[config.mk]
export PLATFORM = sky130hd
export DESIGN_NAME = seq_alu
export DESIGN_NICKNAME = d
export VERILOG_FILES = /design/src/rtl/alu_pkg.sv /design/src/rtl/seq_div.sv /design/src/rtl/seq_alu.sv
export SDC_FILE = /design/constraint.sdc
export NUM_CORES = 1
export LEC_CHECK = 0
export BUFFER_PORTS_ARGS = -buffer_cell sky130_fd_sc_hd__buf_2
export CAP_MARGIN = 10
export CORE_ASPECT_RATIO = 1.1
export CORE_MARGIN = 2
export CORE_UTILIZATION = 47
export CTS_CLUSTER_SIZE = 40
export DETAILED_ROUTE_END_ITERATION = 6
export HOLD_SLACK_MARGIN = 0.15
export PLACE_DENSITY = 0.72
export SYNTH_ARGS = -nofsm -noshare
export SYNTH_HDL_FRONTEND = slang
export SYNTH_SLANG_ARGS = --single-unit
export TNS_END_PERCENT = 1
[constraint.sdc]
create_clock -name clk -period 2.9 [get_ports clk]
set_input_delay 0.725 -clock clk [delete_from_list [all_inputs] [get_ports clk]]
set_output_delay 0.725 -clock clk [all_outputs]
set_load 0.01 [all_outputs]
[src/rtl/alu_pkg.sv]
// rtl/alu_pkg.sv - opcode map and FSM encoding shared by seq_alu and its bench
package alu_pkg;

  localparam int OPW = 4;

  localparam logic [OPW-1:0] ADD_OP  = 4'b0000;
  localparam logic [OPW-1:0] SUB_OP  = 4'b0001;
  localparam logic [OPW-1:0] MUL_OP  = 4'b0010;
  localparam logic [OPW-1:0] DIV_OP  = 4'b0011;
  localparam logic [OPW-1:0] AND_OP  = 4'b0100;
  localparam logic [OPW-1:0] OR_OP   = 4'b0101;
  localparam logic [OPW-1:0] XOR_OP  = 4'b0110;
  localparam logic [OPW-1:0] XNOR_OP = 4'b0111;
  localparam logic [OPW-1:0] SHL_OP  = 4'b1000;
  localparam logic [OPW-1:0] SHR_OP  = 4'b1001;

  typedef enum logic [1:0] {
    IDLE = 2'd0,
    EXEC = 2'd1,
    DIV  = 2'd2,
    DONE = 2'd3
  } state_t;

endpackage

[src/rtl/seq_div.sv]
// rtl/seq_div.sv - W-bit restoring divider, one quotient bit per clock
module seq_div #(
  parameter int W = 4
) (
  input  logic         clk,
  input  logic         clr_common,
  input  logic         go,
  input  logic [W-1:0] dividend,
  input  logic [W-1:0] divisor,
  output logic [W-1:0] quotient,
  output logic [W-1:0] remainder,
  output logic         valid
);

  localparam int CW = $clog2(W + 1);

  logic [W-1:0]  dvs;
  logic [CW-1:0] cnt;
  logic [W:0]    sh;
  logic [W:0]    diff;

  // The dividend is shifted out of the quotient register as quotient bits shift in.
  assign sh   = {remainder, quotient[W-1]};
  assign diff = sh - {1'b0, dvs};

  always_ff @(posedge clk) begin
    if (clr_common) begin
      quotient  <= '0;
      remainder <= '0;
      dvs       <= '0;
      cnt       <= '0;
      valid     <= 1'b0;
    end else begin
      valid <= 1'b0;
      if (go) begin
        quotient  <= dividend;
        remainder <= '0;
        dvs       <= divisor;
        cnt       <= CW'(W);
      end else if (cnt != '0) begin
        if (!diff[W]) begin
          remainder <= diff[W-1:0];
          quotient  <= {quotient[W-2:0], 1'b1};
        end else begin
          remainder <= sh[W-1:0];
          quotient  <= {quotient[W-2:0], 1'b0};
        end
        cnt <= cnt - CW'(1);
        if (cnt == CW'(1)) valid <= 1'b1;
      end
    end
  end

endmodule

[src/rtl/seq_alu.sv]
// rtl/seq_alu.sv - strobe-loaded sequential ALU with multi-cycle divide
// Optional ALU_FLAGS_EN adds a registered {C, Z} flags output.
module seq_alu
  import alu_pkg::*;
#(
  parameter int W = 4
) (
  input  logic           clk,
  input  logic           clr_common,
  input  logic [W-1:0]   data,
  input  logic           ld_a,
  input  logic           ld_b,
  input  logic           ld_op,
  input  logic           start,
  output logic [2*W-1:0] O,
  output logic           busy,
  output logic           done,
`ifdef ALU_FLAGS_EN
  output logic [1:0]     flags,
`endif
  output logic           err
);

  localparam int          RW   = 2 * W;
  localparam logic [31:0] RW32 = 32'(RW);
  localparam logic [31:0] W32  = 32'(W);

  state_t         state;
  logic [W-1:0]   a, b, ea, eb;
  logic [OPW-1:0] op, eop, data_op;
  logic [RW-1:0]  res_q, alu_res, ax, bx, sum;
  logic           err_q, alu_err, alu_c;
  logic           div_go, div_valid;
  logic [W-1:0]   div_q, div_r;
`ifdef ALU_FLAGS_EN
  logic           c_q;
`endif

  generate
    if (W >= OPW) begin : g_op_slice
      assign data_op = data[OPW-1:0];
    end else begin : g_op_zext
      assign data_op = {{(OPW - W){1'b0}}, data};
    end
  endgenerate

  // Zero divisors never reach the divider; EXEC reports them as errors.
  assign div_go = (state == IDLE) && start && (op == DIV_OP) && (b != '0);

  seq_div #(.W(W)) u_div (
    .clk        (clk),
    .clr_common (clr_common),
    .go         (div_go),
    .dividend   (a),
    .divisor    (b),
    .quotient   (div_q),
    .remainder  (div_r),
    .valid      (div_valid)
  );

  always_comb begin
    ax      = {{W{1'b0}}, ea};
    bx      = {{W{1'b0}}, eb};
    sum     = ax + bx;
    alu_res = '1;
    alu_err = 1'b0;
    alu_c   = 1'b0;
    case (eop)
      ADD_OP:  begin alu_res = sum; alu_c = sum[W]; end
      SUB_OP:  begin alu_res = ax - bx; alu_c = (ea < eb); end
      MUL_OP:  alu_res = ax * bx;
      DIV_OP:  alu_err = 1'b1;
      AND_OP:  alu_res = {{W{1'b0}}, ea & eb};
      OR_OP:   alu_res = {{W{1'b0}}, ea | eb};
      XOR_OP:  alu_res = {{W{1'b0}}, ea ^ eb};
      XNOR_OP: alu_res = {{W{1'b0}}, ~(ea ^ eb)};
      SHL_OP:  alu_res = (32'(eb) >= RW32) ? '0 : (ax << eb);
      SHR_OP:  alu_res = (32'(eb) >= W32) ? '0 : {{W{1'b0}}, ea >> eb};
      default: alu_err = 1'b1;
    endcase
  end

  always_ff @(posedge clk) begin
    if (clr_common) begin
      state <= IDLE;
      a     <= '0;
      b     <= '0;
      op    <= '0;
      ea    <= '0;
      eb    <= '0;
      eop   <= '0;
      res_q <= '0;
      err_q <= 1'b0;
      O     <= '0;
      busy  <= 1'b0;
      done  <= 1'b0;
      err   <= 1'b0;
`ifdef ALU_FLAGS_EN
      c_q   <= 1'b0;
      flags <= 2'b00;
`endif
    end else begin
      done <= 1'b0;
      if (!busy) begin
        if (ld_a)  a  <= data;
        if (ld_b)  b  <= data;
        if (ld_op) op <= data_op;
      end
      case (state)
        IDLE: begin
          if (start) begin
            ea    <= a;
            eb    <= b;
            eop   <= op;
            busy  <= 1'b1;
            state <= ((op == DIV_OP) && (b != '0)) ? DIV : EXEC;
          end
        end
        EXEC: begin
          res_q <= alu_res;
          err_q <= alu_err;
`ifdef ALU_FLAGS_EN
          c_q   <= alu_c;
`endif
          busy  <= 1'b0;
          state <= DONE;
        end
        DIV: begin
          if (div_valid) begin
            res_q <= {div_r, div_q};
            err_q <= 1'b0;
`ifdef ALU_FLAGS_EN
            c_q   <= 1'b0;
`endif
            busy  <= 1'b0;
            state <= DONE;
          end
        end
        DONE: begin
          O     <= res_q;
          err   <= err_q;
          done  <= 1'b1;
`ifdef ALU_FLAGS_EN
          flags <= {c_q, (res_q == '0)};
`endif
          state <= IDLE;
        end
        default: state <= IDLE;
      endcase
    end
  end

`ifndef ALU_FLAGS_EN
  logic unused_c;
  assign unused_c = alu_c;
`endif

endmodule

==> flow_summary.ini, run 1 <==
[finish]
stdcell_area_um2 = 4680
final_layout_size_suffix_gt1_share_pct = 14.9
nFillCells = 846
fin_nets = 587
syn2layout_area_growth_pct = 12.2
diodes = 0
largestRegisters = O: 8 flops, res_q: 8 flops
final_cells = 652

[placement]
dpl_cell_area_um2 = 4450
place_congestion = 0.936
place_ws_ns = 0.0196
dp.cells = 636
dp_hpwl_um = 8140
port_buffers = 20

[floorplanning]
ios = 21
std_cell_rows = 36
die_h_um = 103
die_area_um2 = 9650
dieWidth_um = 93.9
core-area_um2 = 8740
start_util_pct = 47.8

[synthesis]
synth.top_cell.area_share_pct = 29.7
yosys.area.top_type = dfxtp_1
ys_ff_latch = 62
synth_cell_types = 65
syn_area_um2 = 4170
ys_warn_count = 0
syn_nets = 565
netlist_top_cells_area = dfxtp_1, ha_1, mux2i_1
synth_most_common_cell = dfxtp_1
ys_seq_area_share_pct = 29.7
synth_cells = 511
synthArstFlopShare_pct = 0
synthFlopType = dfxtp_1
synth-edff-count = 0
synth_area_per_cell_um2 = 8.17
synth_common_cells = dfxtp_1, nor2_1, nand2_1, ha_1, a21oi_1

[pwr]
peakVddDrop_mv = 0.517
power_density_nw_per_um2 = 670
power.total_mw = 3.14
leakage_nw = 1.93

[setup_path]
startpoint_type = register
critPathRequiredTime_ns = 3.12
cp.arrival_ns = 3.07
endpoint_kind = register
crit_type = register to register
cp_max_fo = 5

[sta]
worstMarginPinSlew_ns = 0.756
fin_worst_skew_ns = 0.00660
drv_slew = 0
fmax_ghz = 0.351
finalSetupTns_ns = 0
min_period_ns = 2.85
fin_crit_sh_pct = 98.2
relSlewSlack_pct = 49.6
fin_ws_ns = 0.0513
hold_viol_final = 0
rsz0062_at_grt = yes
finalSetupViolations = 0

[routing]
wl_per_cell_um = 16.7
drc_errors = 0
wl_um = 10900
drt_iter0_drc = 374
dr.pass1.iters = 5
drt.antenna.violating_nets = 0
routed-via-count = 3752
via_per_inst = 5.75

[clock_tree]
cts_root_buf = clkbuf_8
h-tree-depth = 3
clk_latency_ns = 0.34
numCtsBuffers = 9
cts_tree = yes
cts.clk_slew.worst_paths_ns = 0.07
clock_sinks = 62
cts_hold_buffers = 0
clockBufferDepth = 2

[grt]
grt-ovfl-total = 0
grt_max_degree = 33
antenna_found_initial = 0
track_usage_pct = 23.5
grt_pass1_vias = 3631
grt_first_pass_wirelength_um = 17900

[hold_path]
hp-class = register to register

[job]
drv_cap = 0

[outcome]
status = finished clean
## report_power, final
group	leakage [nW]	internal [mW]	switching (mW)
registers	0.507	0.984	0.146
logic	1.32	0.530	0.772
clock network	0.0956	0.355	0.350
total	1.93	1.87	1.27
## path summary, 6_finish.rpt
path	start	end	slack (ns)	cells past startpoint
max reg2reg	eb[1]	res_q[3]	0.05	11
min	res_q[0]	res_q[0]	0.47	2
max	eb[1]	res_q[3]	0.05	11
min reg2reg	res_q[0]	res_q[0]	0.47	2
## cell usage in the layout, fill, tap and decap left out, types with 3 or more instances in the layout
master / netlist / routed
a211oi_1: 8 / 6
a21o_1: 5 / 5
a21oi_1: 34 / 34
a221oi_1: 5 / 4
a22oi_1: 5 / 5
a311oi_1: 6 / 6
and2_1: 6 / 6
buf_2: 6 / 20
buf_4: 0 / 17
clkbuf_8: 0 / 11
dfxtp_1: 62 / 58
dfxtp_2: 0 / 3
fa_1: 7 / 7
ha_1: 37 / 33
inv_1: 30 / 28
inv_2: 3 / 5
mux2i_1: 31 / 31
nand2_1: 58 / 56
nand2b_1: 7 / 7
nand3_1: 7 / 7
nand3b_1: 4 / 4
nor2_1: 59 / 58
nor2b_1: 15 / 15
nor3_1: 5 / 5
nor3b_1: 3 / 3
nor4_1: 4 / 4
o21ai_0: 21 / 21
o21ai_1: 6 / 6
o22ai_1: 4 / 4
or3_1: 3 / 3
xnor2_1: 4 / 4
## kinds of logic (layout without fill, tap and decap cells)
family / Yosys count / count (layout) / share of synthesized area [%]
adders and majority gates: 44 / 44 / 14.4
muxes: 33 / 33 / 8.24
DFF: 62 / 62 / 29.7
xor gates and xnor gates: 6 / 6 / 1.26
and+or+nand+nor: 184 / 184 / 21.3
buffers and inverters: 60 / 87 / 5.76
AOI/OAI and AO/OA: 122 / 122 / 19.2
## critical path: stages (launching register included)
cell and delay, ns:
dfxtp_4 0.38, nand2_2 0.06, fa_1 0.52, inv_2 0.04, fa_1 0.50, inv_1 0.06
fa_1 0.49, nor2_1 0.05, a22oi_1 0.20, a22oi_1 0.09, a311oi_1 0.22, a221oi_1 0.12
## area by class of cell
cell class / count / area, um2 / area share, %
inverter: 33 / 124 / 2.64
clock inverter: 5 / 32.5 / 0.694
tap: 114 / 143 / 3.04
clock buffer: 11 / 151 / 3.23
sequential: 62 / 1250 / 26.7
timing repair buffer: 38 / 239 / 5.10
multi-input combinational: 389 / 2750 / 58.6
## stage by stage
step                hold WS (ns)  utilization (%)
floorplan                  0.429                -
finish                     0.466             53.6
CTS                        0.470             53.0
global placement           0.458             50.9
global route               0.494             53.6
detailed placement         0.461             50.9
## routing by layer
metal  GRT usage, %  wire, um
met1           28.8      4570
met2           41.3      5420
met3           3.73       540
met4           9.36       333
met5              0         0
## what timing repair did
action                     in CTS  in global routing
hold endpoints to repair        0                  0
buffers inserted                0                  0
gates resized for setup         0                 12
setup endpoints to repair       0                  4
Note: power is estimated with default switching activity, not from simulation.
==> run 2: changes to the inputs <==
CORE_MARGIN = 4   (was 2)
CTS_BUF_LIST = sky130_fd_sc_hd__clkbuf_8   (was not set)
==> run 2 against run 1 <==
Compared with the run above: combinational power is 3% lower; worst setup slack worse by 0.015 ns; sequential cell count stayed put; final area is 0.64% lower; via count is 0.11% higher; sequential share of layout area is 0.17 points higher; first-iteration DRC count is 19% lower; routed wire length is 0.42% higher; final cell count is 0.15% higher; register-to-register slack worse by 0.02 ns.
==> flow_summary.ini, run 2 (synthesis results as in run 1) <==
[clock_tree]
cts_hold_buffers = 0
clk_latency_ns = 0.34
h-tree-depth = 3
post-cts-setup-buffers = 0
cts_root_buf = clkbuf_8
cts.clk_slew.worst_paths_ns = 0.07
cts_tree = yes
clock_sinks = 62
numCtsBuffers = 9
clockBufferDepth = 2

[sta]
finalSetupViolations = 0
fin_ws_ns = 0.0362
fin_crit_sh_pct = 98.8
hold_viol_final = 0
worstMarginPinSlew_ns = 0.722
rsz0062_at_grt = yes
min_period_ns = 2.86
fin_worst_skew_ns = 0.00670
drv_slew = 0
relSlewSlack_pct = 51.7
holdWs_ns = 0.482
fmax_ghz = 0.349

[routing]
wl_um = 10900
dr.pass1.iters = 6
wl_per_cell_um = 16.7
drt.antenna.violating_nets = 0
drc_errors = 0
via_per_inst = 5.75
routed-via-count = 3756
drt_iter0_drc = 304

[placement]
dp.cells = 637
port_buffers = 20
place_ws_ns = -0.0326
dp_hpwl_um = 8520
dpl_cell_area_um2 = 4470
place_congestion = 0.919

[hold_path]
whs_path_depth = 2
min_from = res_q[0]
hp-class = register to register
holdPathEnd = res_q[0]

[setup_path]
crit_type = register to register
timing.rr.end = res_q[3]
startpoint_type = register
reg2reg_from = ea[1]
critPathRequiredTime_ns = 3.10
cp_max_fo = 4
endpoint_kind = register
r2r_slack_ns = 0.04
cp.arrival_ns = 3.06
ff2ff_path_depth = 11

[pwr]
power_density_nw_per_um2 = 652
peakVddDrop_mv = 0.476
leakage_nw = 1.96

[finish]
finish.utilization_pct = 54.5
layout_common_cells = dfxtp_1, nor2_1, nand2_1
final_layout_size_suffix_gt1_share_pct = 13.8
stdcell_area_um2 = 4650
fin_nets = 591
syn2layout_area_growth_pct = 11.5
final_cells = 653
diodes = 0
largestRegisters = O: 8 flops, res_q: 8 flops
nFillCells = 826

[floorplanning]
dieWidth_um = 97.9
start_util_pct = 48.9
std_cell_rows = 35
core-area_um2 = 8540
ios = 21
die_h_um = 107
die_area_um2 = 10500

[grt]
grt_first_pass_wirelength_um = 18300
grt_max_degree = 33
antenna_found_initial = 0
track_usage_pct = 21.7
grt_pass1_vias = 3639
grt-ovfl-total = 0

[outcome]
status = finished clean

[job]
drv_cap = 0
-- run 2: cell count changes in the layout (fill, tap and decap cells not counted), sizes merged --
cell | before | now
clkbuf | 11 | 10
inv | 34 | 35
buf | 38 | 42
-- run 2: how the worst max path moves through the flow --
stage | start | end | slack (ns) | cells after the start
2_1_floorplan | eb[1] | res_q[3] | 0.02 | 12
3_3_place_gp | eb[3] | res_q[3] | 0.02 | 11
3_5_place_dp | eb[3] | res_q[7] | -0.03 | 11
4_1_cts | eb[3] | res_q[7] | 0.008 | 11
5_1_grt | eb[3] | res_q[3] | -0.16 | 11
6_report | ea[1] | res_q[3] | 0.04 | 11
-- run 2: power breakdown --
group	internal [mW]	switching, mW	leakage, nW
registers	0.984	0.144	0.507
logic	0.518	0.742	1.36
clock network	0.322	0.323	0.0944
-- run 2: layout make-up --
class                      instances  area, um2  share of cell area [%]
clock buffer                      10        138                    2.96
clock inverter                     6       30.0                   0.645
inverter                          33        124                    2.66
multi-input combinational        389       2710                    58.2
sequential                        62       1250                    26.8
tap                              111        139                    2.98
timing repair buffer              42        265                    5.70
-- run 2: routing by layer --
layer  global-route usage, %  routed length, um
met2                    35.8               5260
met5                       0                  0
met3                    3.32                527
met1                    27.7               4770
met4                    10.2                361
-- run 2: through the flow --
stage | power (mW) | setup TNS, ns
after CTS | 3.04 | 0
after global routing | 3.27 | -0.439
after detailed placement | 2.39 | -0.0470
final | 3.03 | 0
after global placement | 2.36 | 0
after floorplan | 2.07 | 0
-- run 2: worst max-delay path, stage by stage, from the launching register on --
cell	delay (ns)
dfxtp_2	0.37
nand2_1	0.08
fa_1	0.47
inv_1	0.05
fa_1	0.53
inv_1	0.07
fa_1	0.49
nor2_1	0.05
a22oi_1	0.18
a22oi_1	0.10
a311oi_1	0.24
a221oi_1	0.12
-- run 2: repair_timing --
item / CTS / global route
pin swaps: 1 / 0
endpoints found under the setup margin: 2 / 4
resized for setup: 1 / 3
